`src/rtl/decode_field_packer_pkg.sv`:
```
// decode_field_packer_pkg: field widths, packed-word layout and the split-field
// bundle shared by the decoder field packer and its splitter.
// Optional feature macro: DECODE_IMM_SEXT_EN (adds the sign-extended immediate).
package decode_field_packer_pkg;

   // instruction split widths
   localparam int INSTR_W = 32;
   localparam int OPC_W   = 6;
   localparam int REG_W   = 5;
   localparam int SA_W    = 5;
   localparam int FUN_W   = 6;
   localparam int IMM_W   = 16;
   localparam int IIDX_W  = 26;

   // control field widths
   localparam int AF_W    = 4;
   localparam int SHT_W   = 3;
   localparam int CAD_W   = 5;
   localparam int GPMUX_W = 3;
   localparam int BF_W    = 4;
   localparam int PCMUX_W = 2;

   // packed control word layout, MSB first
   localparam int PACKED_W    = 42;
   localparam int AF_LSB      = 38;
   localparam int I_BIT       = 37;
   localparam int ALUMUX_BIT  = 36;
   localparam int SHT_LSB     = 33;
   localparam int CAD_LSB     = 28;
   localparam int GPWE_BIT    = 27;
   localparam int GPMUX_LSB   = 24;
   localparam int BF_LSB      = 20;
   localparam int PCMUX_LSB   = 18;
   localparam int SPRMUX_BIT  = 17;
   localparam int MEMWR_BIT   = 16;
   localparam int MEMRD_BIT   = 15;
   localparam int RS_LSB      = 10;
   localparam int RT_LSB      = 5;
   localparam int RD_LSB      = 0;

   // all fields carved out of one instruction word
   typedef struct packed {
      logic [OPC_W-1:0]  opc;
      logic [REG_W-1:0]  rs;
      logic [REG_W-1:0]  rt;
      logic [REG_W-1:0]  rd;
      logic [SA_W-1:0]   sa;
      logic [FUN_W-1:0]  fun;
      logic [IMM_W-1:0]  imm;
      logic [IIDX_W-1:0] iindex;
   } instr_fields_t;

endpackage

```
`src/rtl/decode_field_packer_instr_splitter.sv`:
```
// instr_splitter: purely combinational carving of a MIPS instruction into its
// R/I/J-format fields. Overlapping fields (imm vs rd/sa/fun, iindex vs rs/rt/imm)
// are all produced; the consumer picks what the format needs.
// Optional feature macro: DECODE_IMM_SEXT_EN (adds o_imm_sext-style output imm_sext).
module instr_splitter
   import decode_field_packer_pkg::*;
(
   input  logic [INSTR_W-1:0] instruction,
`ifdef DECODE_IMM_SEXT_EN
   output logic [INSTR_W-1:0] imm_sext,
`endif
   output instr_fields_t      fields
);

   // straight bit-field copy, no arithmetic
   always_comb begin
      fields        = '0;
      fields.opc    = instruction[31:26];
      fields.rs     = instruction[25:21];
      fields.rt     = instruction[20:16];
      fields.rd     = instruction[15:11];
      fields.sa     = instruction[10:6];
      fields.fun    = instruction[5:0];
      fields.imm    = instruction[15:0];
      fields.iindex = instruction[25:0];
   end

`ifdef DECODE_IMM_SEXT_EN
   assign imm_sext = {{(INSTR_W-IMM_W){instruction[IMM_W-1]}}, instruction[IMM_W-1:0]};
`endif

endmodule

```
`src/rtl/decode_field_packer.sv`:
```
// decode_field_packer: registers the split instruction fields and a 42-bit packed
// control word one cycle after valid_in. rs/rt/rd in the packed word come from
// the same captured instruction as the split outputs. Data outputs hold while
// valid_in is low; valid_out marks a freshly captured word.
// Optional feature macro: DECODE_IMM_SEXT_EN (adds registered output imm_sext).
module decode_field_packer
   import decode_field_packer_pkg::*;
(
   input  logic                clk,
   input  logic                rst,
   input  logic                valid_in,
   input  logic [INSTR_W-1:0]  instruction,
   input  logic [AF_W-1:0]     af,
   input  logic                i,
   input  logic                alu_mux_sel,
   input  logic [SHT_W-1:0]    shift_type,
   input  logic [CAD_W-1:0]    cad,
   input  logic                gp_we,
   input  logic [GPMUX_W-1:0]  gp_mux_sel,
   input  logic [BF_W-1:0]     bf,
   input  logic [PCMUX_W-1:0]  pc_mux_select,
   input  logic                spr_mux_sel,
   input  logic                mem_wren,
   input  logic                mem_rren,
   output logic [OPC_W-1:0]    opc,
   output logic [REG_W-1:0]    rs,
   output logic [REG_W-1:0]    rt,
   output logic [REG_W-1:0]    rd,
   output logic [SA_W-1:0]     sa,
   output logic [FUN_W-1:0]    fun,
   output logic [IMM_W-1:0]    imm,
   output logic [IIDX_W-1:0]   iindex,
`ifdef DECODE_IMM_SEXT_EN
   output logic [INSTR_W-1:0]  imm_sext,
`endif
   output logic [PACKED_W-1:0] packed_out,
   output logic                valid_out
);

   instr_fields_t       w_fields;
   logic [PACKED_W-1:0] w_packed;
   instr_fields_t       r_fields;
   logic [PACKED_W-1:0] r_packed;
   logic                r_valid;
`ifdef DECODE_IMM_SEXT_EN
   logic [INSTR_W-1:0]  w_imm_sext;
   logic [INSTR_W-1:0]  r_imm_sext;
`endif

   instr_splitter u_split (
      .instruction (instruction),
`ifdef DECODE_IMM_SEXT_EN
      .imm_sext    (w_imm_sext),
`endif
      .fields      (w_fields)
   );

   // assemble the control word; register indices come from the splitter
   always_comb begin
      w_packed                               = '0;
      w_packed[AF_LSB    +: AF_W]            = af;
      w_packed[I_BIT]                        = i;
      w_packed[ALUMUX_BIT]                   = alu_mux_sel;
      w_packed[SHT_LSB   +: SHT_W]           = shift_type;
      w_packed[CAD_LSB   +: CAD_W]           = cad;
      w_packed[GPWE_BIT]                     = gp_we;
      w_packed[GPMUX_LSB +: GPMUX_W]         = gp_mux_sel;
      w_packed[BF_LSB    +: BF_W]            = bf;
      w_packed[PCMUX_LSB +: PCMUX_W]         = pc_mux_select;
      w_packed[SPRMUX_BIT]                   = spr_mux_sel;
      w_packed[MEMWR_BIT]                    = mem_wren;
      w_packed[MEMRD_BIT]                    = mem_rren;
      w_packed[RS_LSB    +: REG_W]           = w_fields.rs;
      w_packed[RT_LSB    +: REG_W]           = w_fields.rt;
      w_packed[RD_LSB    +: REG_W]           = w_fields.rd;
   end

   // capture on valid_in, hold data otherwise; valid_out follows valid_in by one cycle
   always_ff @(posedge clk or posedge rst) begin
      if (rst) begin
         r_fields   <= '0;
         r_packed   <= '0;
         r_valid    <= 1'b0;
`ifdef DECODE_IMM_SEXT_EN
         r_imm_sext <= '0;
`endif
      end else begin
         r_valid <= valid_in;
         if (valid_in) begin
            r_fields   <= w_fields;
            r_packed   <= w_packed;
`ifdef DECODE_IMM_SEXT_EN
            r_imm_sext <= w_imm_sext;
`endif
         end
      end
   end

   assign opc        = r_fields.opc;
   assign rs         = r_fields.rs;
   assign rt         = r_fields.rt;
   assign rd         = r_fields.rd;
   assign sa         = r_fields.sa;
   assign fun        = r_fields.fun;
   assign imm        = r_fields.imm;
   assign iindex     = r_fields.iindex;
   assign packed_out = r_packed;
   assign valid_out  = r_valid;
`ifdef DECODE_IMM_SEXT_EN
   assign imm_sext   = r_imm_sext;
`endif

endmodule

```
`config.mk`:
```
export PLATFORM = sky130hd
export DESIGN_NAME = decode_field_packer
export DESIGN_NICKNAME = d
export VERILOG_FILES = /design/src/rtl/decode_field_packer_pkg.sv /design/src/rtl/decode_field_packer_instr_splitter.sv /design/src/rtl/decode_field_packer.sv
export SDC_FILE = /design/constraint.sdc
export NUM_CORES = 1
export LEC_CHECK = 0
export CAP_MARGIN = 5
export CORE_MARGIN = 2
export CORE_UTILIZATION = 35
export CTS_BUF_LIST = sky130_fd_sc_hd__clkbuf_16
export DETAILED_ROUTE_END_ITERATION = 8
export PLACE_DENSITY = 0.79
export SLEW_MARGIN = 20
export SYNTH_ARGS = -nofsm -noshare
export SYNTH_HDL_FRONTEND = slang
export SYNTH_SLANG_ARGS = --single-unit
```
`constraint.sdc`:
```
create_clock -name clk -period 2.2 [get_ports clk]
set_input_delay 0.44 -clock clk [delete_from_list [all_inputs] [get_ports clk]]
set_output_delay 0.44 -clock clk [all_outputs]
set_load 0.03 [all_outputs]
```
==> flow_summary.yaml <==
cts:
  htreeDepth: 3
  numCtsBuffers: 9
  clk_pin_slew_ps: 50
  cts_max_path_buffers: 2
  cts-resized-gates: 0
  cts_tree: "built"
  post_cts_buffers: 0
  clk_latency_ps: 310
  cts_sinks: 60
  ctsHoldBuffers: 0
  root_buffer: "clkbuf_16"
die:
  die_x_um: 91.7
  coreArea_sq_um: 7370
  die_h_um: 91.7
  start_util_pct: 36.5
  rows: 31
  die-area_sq_um: 8410
  ioPinCount: 179
synthesis:
  yosysMostFrequentCell: "dfrtp_1"
  synth-async-reset-ratio_pct: 100
  synth.distinct_cells: 8
  synth_area_leaders: "dfrtp_1 (56%), mux2_2 (20%), buf_4 (16%), mux2_4 (5.6%), buf_6 (0.84%)"
  synthCells: 184
  ys.flop_type: "dfrtp_1"
  yosys.area.top_type_share_pct: 55.8
  synthesis.nets: 246
  yosysSeqAreaShare_pct: 55.8
  synthTopCellsByCount: "dfrtp_1 (60), buf_4 (57), mux2_2 (49)"
  syn_area_per_cell_sq_um: 14.6
  synth_edf_count: 0
  yosys_warnings: 0
  synthesis.area_sq_um: 2690
  yosys.area.top_type: "dfrtp_1"
  ys_ff_latch: 60
layout:
  utilization_pct: 59.6
  n_fill_cell: 604
  final_cells: 415
  final_nets: 374
  syn2layout_area_growth_pct: 63.2
  antennaDiodeCount: 0
  drive_gt1_share_pct: 23.7
critical_path:
  cp_slowest_cell: "clkdlybuf4s50_1"
  critPathRequiredTime_ps: 1760
  critPathMaxFanout: 5
  crit_family: "buffers and inverters"
  critical_path_class: "reg -> out"
  path_buf_inv: 1
  path_cells: "clkdlybuf4s50_1"
  crit_path_end_kind: "output port"
  cpPeakStageDelay_ps: 720
  crit_path_start_kind: "flop"
  crit_arrival_ps: 1430
  r2r_slack_ps: 1390
placement:
  gp_congestion: 0.648
  hpwl_um: 4660
  placed_cells: 400
  dp_slack_ps: 635
  io_buffers: 178
routing:
  wl_per_cell_um: 14.8
  routed_wl_um: 6140
  detail_route.iter0.violations: 26
  dr_total_vias: 1790
  final_antenna_net_count: 0
  drc: 0
  viasPerCell: 4.31
  firstDrtPassIters: 5
global_routing:
  grt_usage_pct: 14.6
  grt_pass1_wl_um: 9540
  grt_antenna_before_repair: 0
  grt-ovfl-total: 0
  grt_max_degree: 61
  grt_pass1_vias: 1868
sta:
  fmax_mhz: 536
  rsz0062_at_grt: "false"
  finalHoldViolCount: 0
  fin_crit_ps: 1870
  period_share_pct: 84.8
  worstMarginPinSlew_ps: 420
  finalSetupViolCount: 0
  setup_tns_ps: 0
  slew_viol_final: 0
  fin_ws_ps: 335
  slew_headroom_pct: 72.0
  fin_skew_ps: 0
power_and_ir_drop:
  power_leakage_nw: 1.83
  irDropWorstVdd_mv: 0.402
  p_per_area_nw_per_um2: 827
min_path:
  hold_class: "reg -> reg"
run:
  cap_violations: 0
outcome:
  status: "complete, no violations"
[logic make-up (layout without fill, tap and decap cells)]
kind of cell,count (synthesis),in the layout,synth area share (%)
buffers and inverters,65,197,18.2
flip-flops,60,60,55.8
multiplexers,59,59,26.1
[routing by layer]
layer	vias to the layer above	share of wire [%]	global-route usage, %
met4	0	0.44	5.22
li1	810	-	-
met1	868	36	15.5
met2	110	53	25.8
met3	2	9.8	6.33
met5	-	0	0
[flip-flops by register name, indices dropped and copies added, names as in the netlist]
signal      cells
fun             5
iindex          2
opc             6
valid_out       1
sa              4
rs              4
packed_out     28
imm             2
rd              4
rt              4
[layout by cell type (no fill, tap or decap), drive strengths merged]
cell type,count
clkdlybuf4s50,177
dfrtp,60
mux2,59
clkbuf,9
clkinv,4
buf,4
inv,3
[final cells by class]
type,count,area [sq um],area share [%]
Clock buffer,9,225,5.13
Clock inverter,6,25.0,0.570
Inverter,1,3.75,0.0854
Multi-Input combinational cell,59,702,16.0
Sequential cell,60,1500,34.2
Tap cell,99,124,2.82
Timing Repair Buffer,181,1810,41.2
[report_power, final]
part / internal [mW] / switching [mW]
clock: 0.731 / 0.426
sequential: 1.22 / 0.0837
combinational: 0.558 / 0.618
total: 2.51 / 1.13
[final timing paths]
kind / startpoint / end / cells after the start
max: rd[1]$_DFFE_PP0P_ / rd[1] / 1
min: packed_out[40]$_DFFE_PP0P_ / packed_out[40]$_DFFE_PP0P_ / 1
max reg2reg: rd[3]$_DFFE_PP0P_ / rd[3]$_DFFE_PP0P_ / 1
min reg2reg: packed_out[40]$_DFFE_PP0P_ / packed_out[40]$_DFFE_PP0P_ / 1
max in group asynchronous: rst / sa[2]$_DFFE_PP0P_ / 3
min in group asynchronous: rst / packed_out[39]$_DFFE_PP0P_ / 3
[through the flow]
stage	power (mW)	cell area, sq um	hold slack, ps
6_report	3.63	4390	501
5_1_grt	3.79	4390	515
4_1_cts	3.68	4390	506
3_5_place_dp	2.51	4140	493
3_3_place_gp	2.48	4140	490
2_1_floorplan	2.07	2690	471
Power figures use the tool's default switching activity.
